## src/rtl/uart_tx_scheduler.sv

```systemverilog
// ---------------------------------------------------------------------------
// uart_tx_scheduler
//
// Shares one UART transmitter between two producers: a register-file read
// port (one byte per request) and an ALU result port (two bytes per
// request, low byte first). Each accepted request becomes a frame of one
// or two single-cycle TX_DATA_VALID strobes. After every strobe the
// scheduler waits for the transmitter to go busy and then idle again
// before presenting the next byte or returning to IDLE.
//
// Ports
//   CLK            rising-edge clock
//   RST            synchronous, active-high reset
//   RF_RD_DATA     byte from the register file
//   RF_RD_VALID    RF_RD_DATA is valid
//   RF_RD_READY    RF request accepted this cycle
//   ALU_OUT        two-byte ALU result
//   ALU_VALID      ALU_OUT is valid
//   ALU_READY      ALU request accepted this cycle
//   TX_BUSY        transmitter busy flag (synchronous to CLK)
//   TX_P_DATA      byte presented to the transmitter
//   TX_DATA_VALID  one-cycle load strobe for TX_P_DATA
//   SCHED_BUSY     high whenever the FSM is not in IDLE
//   DBG_STATE      current FSM state, for observation only
//
// Handshake: a request transfers on a rising edge where its VALID and
// READY are both high. READY is only offered in IDLE, while the
// transmitter is idle and reset is low; it depends combinationally on
// VALID so that at most one READY is ever high. The producer must hold
// VALID and data stable until it sees READY; once accepted the data is
// captured and later input changes do not affect the frame.
// ---------------------------------------------------------------------------
module uart_tx_scheduler #(
  parameter int DATA_WIDTH = 8
) (
  input  logic                    CLK,
  input  logic                    RST,
  input  logic [DATA_WIDTH-1:0]   RF_RD_DATA,
  input  logic                    RF_RD_VALID,
  output logic                    RF_RD_READY,
  input  logic [2*DATA_WIDTH-1:0] ALU_OUT,
  input  logic                    ALU_VALID,
  output logic                    ALU_READY,
  input  logic                    TX_BUSY,
  output logic [DATA_WIDTH-1:0]   TX_P_DATA,
  output logic                    TX_DATA_VALID,
  output logic                    SCHED_BUSY,
  output logic [1:0]              DBG_STATE
);

  typedef enum logic [1:0] {
    S_IDLE    = 2'd0,
    S_LOAD    = 2'd1,
    S_WAIT_HI = 2'd2,
    S_WAIT_LO = 2'd3
  } state_t;

  state_t                r_state;
  state_t                w_next_state;

  // Bytes of the current frame not yet strobed.
  logic [1:0]            r_byte_cnt;
  // 1 when the most recent grant went to the ALU; reset value makes the
  // register file win the first contested arbitration.
  logic                  r_last_alu;
  // High byte of an accepted ALU result, waiting for its turn.
  logic [DATA_WIDTH-1:0] r_hi_byte;
  // Byte on TX_P_DATA; loaded on the edge that enters LOAD and held
  // everywhere else.
  logic [DATA_WIDTH-1:0] r_tx_data;

  logic                  w_can_accept;
  logic                  w_grant_rf;
  logic                  w_grant_alu;
  logic                  w_load_next;

  // -------------------------------------------------------------------------
  // Arbitration. With both requesters valid, the one not granted last wins.
  // -------------------------------------------------------------------------
  always_comb begin
    w_can_accept = (r_state == S_IDLE) && !TX_BUSY && !RST;
    w_grant_rf   = w_can_accept && RF_RD_VALID && (!ALU_VALID || r_last_alu);
    w_grant_alu  = w_can_accept && ALU_VALID && (!RF_RD_VALID || !r_last_alu);
    // Transmitter has finished the previous byte and another is pending.
    w_load_next  = (r_state == S_WAIT_LO) && !TX_BUSY && (r_byte_cnt != 2'd0);
  end

  // -------------------------------------------------------------------------
  // FSM: state register
  // -------------------------------------------------------------------------
  always_ff @(posedge CLK) begin
    if (RST) begin
      r_state <= S_IDLE;
    end else begin
      r_state <= w_next_state;
    end
  end

  // -------------------------------------------------------------------------
  // FSM: next-state logic
  // -------------------------------------------------------------------------
  always_comb begin
    w_next_state = r_state;
    case (r_state)
      S_IDLE: begin
        if (w_grant_rf || w_grant_alu) begin
          w_next_state = S_LOAD;
        end
      end
      S_LOAD: begin
        w_next_state = S_WAIT_HI;
      end
      S_WAIT_HI: begin
        // The transmitter must acknowledge the strobe by going busy.
        if (TX_BUSY) begin
          w_next_state = S_WAIT_LO;
        end
      end
      S_WAIT_LO: begin
        if (!TX_BUSY) begin
          if (r_byte_cnt != 2'd0) begin
            w_next_state = S_LOAD;
          end else begin
            w_next_state = S_IDLE;
          end
        end
      end
      default: begin
        w_next_state = S_IDLE;
      end
    endcase
  end

  // -------------------------------------------------------------------------
  // FSM: outputs
  // -------------------------------------------------------------------------
  always_comb begin
    RF_RD_READY   = w_grant_rf;
    ALU_READY     = w_grant_alu;
    TX_DATA_VALID = (r_state == S_LOAD);
    SCHED_BUSY    = (r_state != S_IDLE);
    DBG_STATE     = r_state;
  end

  assign TX_P_DATA = r_tx_data;

  // -------------------------------------------------------------------------
  // Datapath: request capture, byte sequencing and grant history.
  // -------------------------------------------------------------------------
  always_ff @(posedge CLK) begin
    if (RST) begin
      r_byte_cnt <= 2'd0;
      r_last_alu <= 1'b1;
      r_hi_byte  <= '0;
      r_tx_data  <= '0;
    end else begin
      if (w_grant_rf) begin
        r_tx_data  <= RF_RD_DATA;
        r_byte_cnt <= 2'd1;
        r_last_alu <= 1'b0;
      end else if (w_grant_alu) begin
        r_tx_data  <= ALU_OUT[DATA_WIDTH-1:0];
        r_hi_byte  <= ALU_OUT[2*DATA_WIDTH-1:DATA_WIDTH];
        r_byte_cnt <= 2'd2;
        r_last_alu <= 1'b1;
      end else if (r_state == S_LOAD) begin
        // The byte on TX_P_DATA is consumed by this strobe.
        r_byte_cnt <= r_byte_cnt - 2'd1;
      end else if (w_load_next) begin
        r_tx_data  <= r_hi_byte;
      end
    end
  end

endmodule

```

## config.mk

```make
export PLATFORM = sky130hd
export DESIGN_NAME = uart_tx_scheduler
export DESIGN_NICKNAME = d
export VERILOG_FILES = /design/src/rtl/uart_tx_scheduler.sv
export SDC_FILE = /design/constraint.sdc
export NUM_CORES = 1
export LEC_CHECK = 0
export ABC_AREA = 1
export CAP_MARGIN = 20
export CORE_ASPECT_RATIO = 0.75
export CORE_UTILIZATION = 45
export CTS_BUF_LIST = sky130_fd_sc_hd__clkbuf_16
export CTS_CLUSTER_SIZE = 30
export DETAILED_ROUTE_END_ITERATION = 8
export PLACE_DENSITY_LB_ADDON = 0.05
export SYNTH_ARGS = -nofsm -noshare
export SYNTH_HDL_FRONTEND = slang
export SYNTH_SLANG_ARGS = --single-unit
```

## constraint.sdc

```tcl
create_clock -name CLK -period 2.1 [get_ports CLK]
set_input_delay 0.525 -clock CLK [delete_from_list [all_inputs] [get_ports CLK]]
set_output_delay 0.525 -clock CLK [all_outputs]
set_load 0.05 [all_outputs]
```

# Yosys cells after proc, flatten, opt, wreduce, memory -nomap -nowiden

Cells that the tools add are included.

Add/subtract/negate cells: 1
Equal/unequal tests: 7
Mux-type cells: 14
Bitwise operators: 1
Reductions and logical operators: 27

Operator list:

| cell                                                                  | count |
|---|---|
| 8-bit 2-to-1 mux                                                      | 4 |
| 2-bit 2-to-1 mux                                                      | 5 |
| 1-bit logical AND                                                     | 8 |
| 2-bit case mux with 4 select lines                                    | 1 |
| 2-bit nonzero test                                                    | 4 |
| 3-bit nonzero test                                                    | 2 |
| 1-bit zero test                                                       | 5 |
| 2-bit equality test, second input constant                            | 2 |
| 1-bit 2-to-1 mux                                                      | 4 |
| 2-bit != test, second input constant                                  | 2 |
| 2-bit AND reduction                                                   | 2 |
| 1-bit logical OR                                                      | 3 |
| 3-bit by 1-bit != test with 1-bit output, second input constant       | 1 |
| 3-bit AND reduction                                                   | 1 |
| 2-bit by 1-bit equality test with 1-bit output, second input constant | 1 |
| 2-bit zero test                                                       | 1 |
| 2-bit by 1-bit != test with 1-bit output, second input constant       | 1 |
| 2-bit OR reduction                                                    | 1 |
| 2-bit by 1-bit subtractor with 2-bit output, second input constant    | 1 |
| 1-bit NOT                                                             | 1 |

Register bits after elaboration: 21
Input port bits: 29
Output and inout bits: 14
Word-level logic and storage cells: 56

# Depth between registers and ports, before layout

Word-level depth: 8
Mapped depth: 11
Gate-level depth less buffers: 10

# Worst setup path after synthesis

No wires, ideal clock.

Path type: register to output
From: reg r_state[0], in the netlist DBG_STATE[0]
To: out ALU_READY
Arrival: 1643 ps
Data required time: 1575 ps
Setup slack: -68 ps
Cell stages (with the launch flop): 8
Path buffers: 1
Path through: dfxtp_1 -> inv_1 -> ha_1 -> nand2_4 -> nor2_8 -> nand2_4 -> inv_1 -> buf_4

Longest elaborated chain between the ends: 5

Ends and longest elaborated chain:

| element                        | line | source |
|---|---|---|
| start: declaration             | 58   | `state_t r_state;` |
| start signal: assignment       | 95   | `r_state <= w_next_state;` |
| 2-bit zero test                | 81   | `w_can_accept = (r_state == S_IDLE) && !TX_BUSY && !RST;` |
| 1-bit logical AND (2 in a row) | 81   |  |
| 1-bit logical AND (2 in a row) | 83   | `w_grant_alu = w_can_accept && ALU_VALID && (!RF_RD_VALID \|\| !r_last_alu);` |
| end: declaration               | 43   | `output logic ALU_READY,` |

No other way between the ends.

# Final worst setup path

From: in ALU_VALID
To: out ALU_READY

Longest elaborated chain between the ends: 2

Ends and longest elaborated chain:

| element                        | line | source |
|---|---|---|
| start: declaration             | 42   | `input logic ALU_VALID,` |
| 1-bit logical AND (2 in a row) | 83   |  |

No other way between the ends.

==> summary.md <==
| Metric | Value |
|---|---|
| Largest cells by area after synthesis | dfxtp_1, nand2_1, inv_1 |
| Worst-path cell chain | clkdlybuf4s50_1, inv_1, a21oi_2, nand2_4, inv_2, buf_12 |
| Vias in the first global route | 1008 |
| Clk network pwr share | 21.6% |
| Hold Vio Cnt, Final | 0 |
| Fraction of layout instances using a drive strength above 1 | 14.0% |
| F_max | 490 MHz |
| Via Count | 1295 |
| FF-to-FF path depth | 10 |
| Final Core Density | 71.1% |
| Final Cell Area | 1860 µm² |
| Worst skew pair latency | 0.25 ns |
| CP arrival | 1.52 ns |
| Switching Power | 0.715 mW |
| Cell family with most CP delay | buffers and inverters |
| Clock transition at path regs | 0.05 ns |
| WP data required | 1.57 ns |
| #FFs+latches synth | 21 |
| CP peak stage delay | 0.48 ns |
| Reg2Reg Capture Point | TX_P_DATA[4]$_SDFFE_PP0P_ |
| Most numerous cell in the Yosys netlist | nand2_1 |
| Leading cell types by count after synthesis | nand2_1, inv_1, dfxtp_1, a21oi_1, nand3_1 |
| Hold path cells | 2 |
| Initial Util | 47.8% |
| Setup ws final | 0.0596 ns |
| GRT Total Usage | 20.4% |
| Leak pwr | 0.926 nW |
| Crit share post-route | 97.2% |
| Core Region | 2620 µm² |
| Max clock buf depth | 2 |
| First-pass GRT wire length | 4600 µm |
| DR iter-0 viols | 90 |
| Congestion Overflow GR | 0 |
| Logic pwr share | 49.8% |
| Netlist cell types | 20 |
| NumNets Final | 271 |
| DRC Markers | 0 |
| Post-Syn Area | 1250 µm² |
| Max FO, Critical Path | 2 |
| WS Path Type | in2out |
| Worst Path Buf+Inv | 4 |
| Avg WL per Cell | 11.1 µm |
| Final min period | 2.04 ns |
| Post-DP Area | 1770 µm² |
| CTS tree | yes |
| Largest net degree at the start of global routing | 20 |
| Place WS | -0.0615 ns |
| Antenna viol nets, final | 0 |
| Slew at the pin with the worst max-slew slack | 0.494 ns |
| Relative slew margins | 67.0% |
| Crit end category | output pin |
| Post-synth EDFFs | 0 |
| Die Y | 47.7 µm |
| WL final | 3000 µm |
| Syn. warnings | 0 |
| Synth Flop Type | dfxtp_1 |
| Async S/R FF share, synth | 0% |
| Crit-path slowest cell | clkdlybuf4s50_1 |
| Initial antenna violation count | 0 |
| Diodes inserted | 0 |
| Rows | 16 |
| Gate Count Post-Synth | 185 |
| Reg-to-reg slack, setup | 0.36 ns |
| Post-synth top area cell | dfxtp_1 |
| CTS Hold Bufs | 0 |
| Mapped Nets | 220 |
| Avg Cell Area, Syn | 6.78 µm² |
| Critical path startpoint category | primary input |
| Reg2reg start | DBG_STATE[0]$_SDFFE_PP0P_ |
| Sequential Power Share | 28.6% |
| Switching part of the total | 39.8% |
| Final GP Congestion | 0.769 |
| Root buffer cell | clkbuf_16 |
| Die area | 3000 µm² |
| Vias per inst | 4.78 |
| Area grow syn2layout | 48.7% |
| Min-delay src | r_hi_byte[1]$_SDFFE_PP0P_ |
| Slew Viols, Final | 0 |
| PortBufs | 42 |
| Worst Hold Endpoint | r_hi_byte[1]$_SDFFE_PP0P_ |
| Count of boundary I/O pins | 43 |
| Unrepaired setup endpoints after global routing | false |
| Final-report setup violation count | 0 |
| DP Wirelength | 2310 µm |
| H-tree Lvls | 1 |
| Int Power | 1.08 mW |
| CTS Buf Count | 3 |
| DIE WIDTH | 63.0 µm |
| Hold Crit Class | reg2reg |
| Max-Cap Viols | 0 |
| Outcome | finished, final reports clean |
| Peak supply drop | 0.553 mV |
| Power per cell area | 965 nW/µm² |
| Top cell type's share of synthesized area | 33.5% |
| Fin Setup TNS | 0 ns |
| Clock Skew | 0.00262 ns |
| CTS Sinks | 21 |
| Sequential fraction of the synthesis area | 33.5% |
| Router iterations before antenna repair | 4 |
-- final cells by class --
cell class,count,area (µm²)
tap,36,45.0
clock buffer,3,75.1
fill,219,758
clock inverter,1,3.75
sequential,21,423
timing repair buffer,53,543
multi-input combinational,127,659
inverter,30,115
-- flip-flops by register name (all words and copies together), names as in the netlist --
signal,flops
TX_P_DATA,8
DBG_STATE,2
r_last_alu,1
r_hi_byte,8
r_byte_cnt,2
-- tightest hold or removal path, stage by stage, from the launching register on --
cell and delay [ns]:
dfxtp_1 0.29, nand2_1 0.07, a21oi_1 0.06
-- worst max-delay path by stage --
stage	startpoint	to	cells after the start
2_1_floorplan	DBG_STATE[0]$_SDFFE_PP0P_	ALU_READY	7
3_5_place_dp	TX_BUSY	RF_RD_READY	5
4_1_cts	ALU_VALID	ALU_READY	6
3_3_place_gp	RST	RF_RD_READY	7
5_1_grt	ALU_VALID	ALU_READY	6
6_report	ALU_VALID	ALU_READY	6
-- power groups by stage --
stage	clock network [mW]	logic, mW	registers, mW
global route	0.423	0.971	0.523
floorplan	0	0.435	0.662
global placement	0	0.869	0.519
finish	0.389	0.895	0.514
CTS	0.400	0.891	0.515
detailed placement	0	0.885	0.523
-- timing repair --
action,in CTS,in global routing
gates resized for setup,3,3
setup endpoints to repair,2,2
setup buffers,1,1
-- through the flow --
stage                     instances  power, mW  hold slack (ns)
after detailed placement        265       1.41            0.467
after floorplan                 185       1.10            0.449
after global placement          265       1.39            0.464
after CTS                       270       1.81            0.474
after global routing            271       1.92            0.502
final                           271       1.80            0.472
-- kinds of logic (layout without fill, tap and decap cells) --
group / Yosys count / count (layout) / share of synthesized area (%)
AO/OA/AOI/OAI: 24 / 24 / 10.8
AND/OR/NAND/NOR: 96 / 96 / 34.8
buffers and inverters: 37 / 87 / 14.1
adder cells (fa/ha/maj): 6 / 6 / 5.99
flip-flops: 21 / 21 / 33.5
multiplexers: 1 / 1 / 0.798
-- routing by layer --
metal	up-vias	part of all wire [%]	global-route usage [%]
met5	-	0	0
met4	0	0.43	5.12
met3	2	5.6	5.48
met2	40	46	32.0
met1	571	48	28.1
li1	682	-	-
-- layout by cell type (no fill, tap or decap), drive strengths merged --
master	n
nand3	13
clkdlybuf4s50	35
dlygate4sd2	2
clkbuf	3
nand2	64
mux2i	1
nor3	1
inv	31
buf	15
dfxtp	21
o21ai	4
ha	6
dlymetal6s2s	1
a21oi	20
nor2	10
nand4	8
Power figures use the tool's default switching activity.
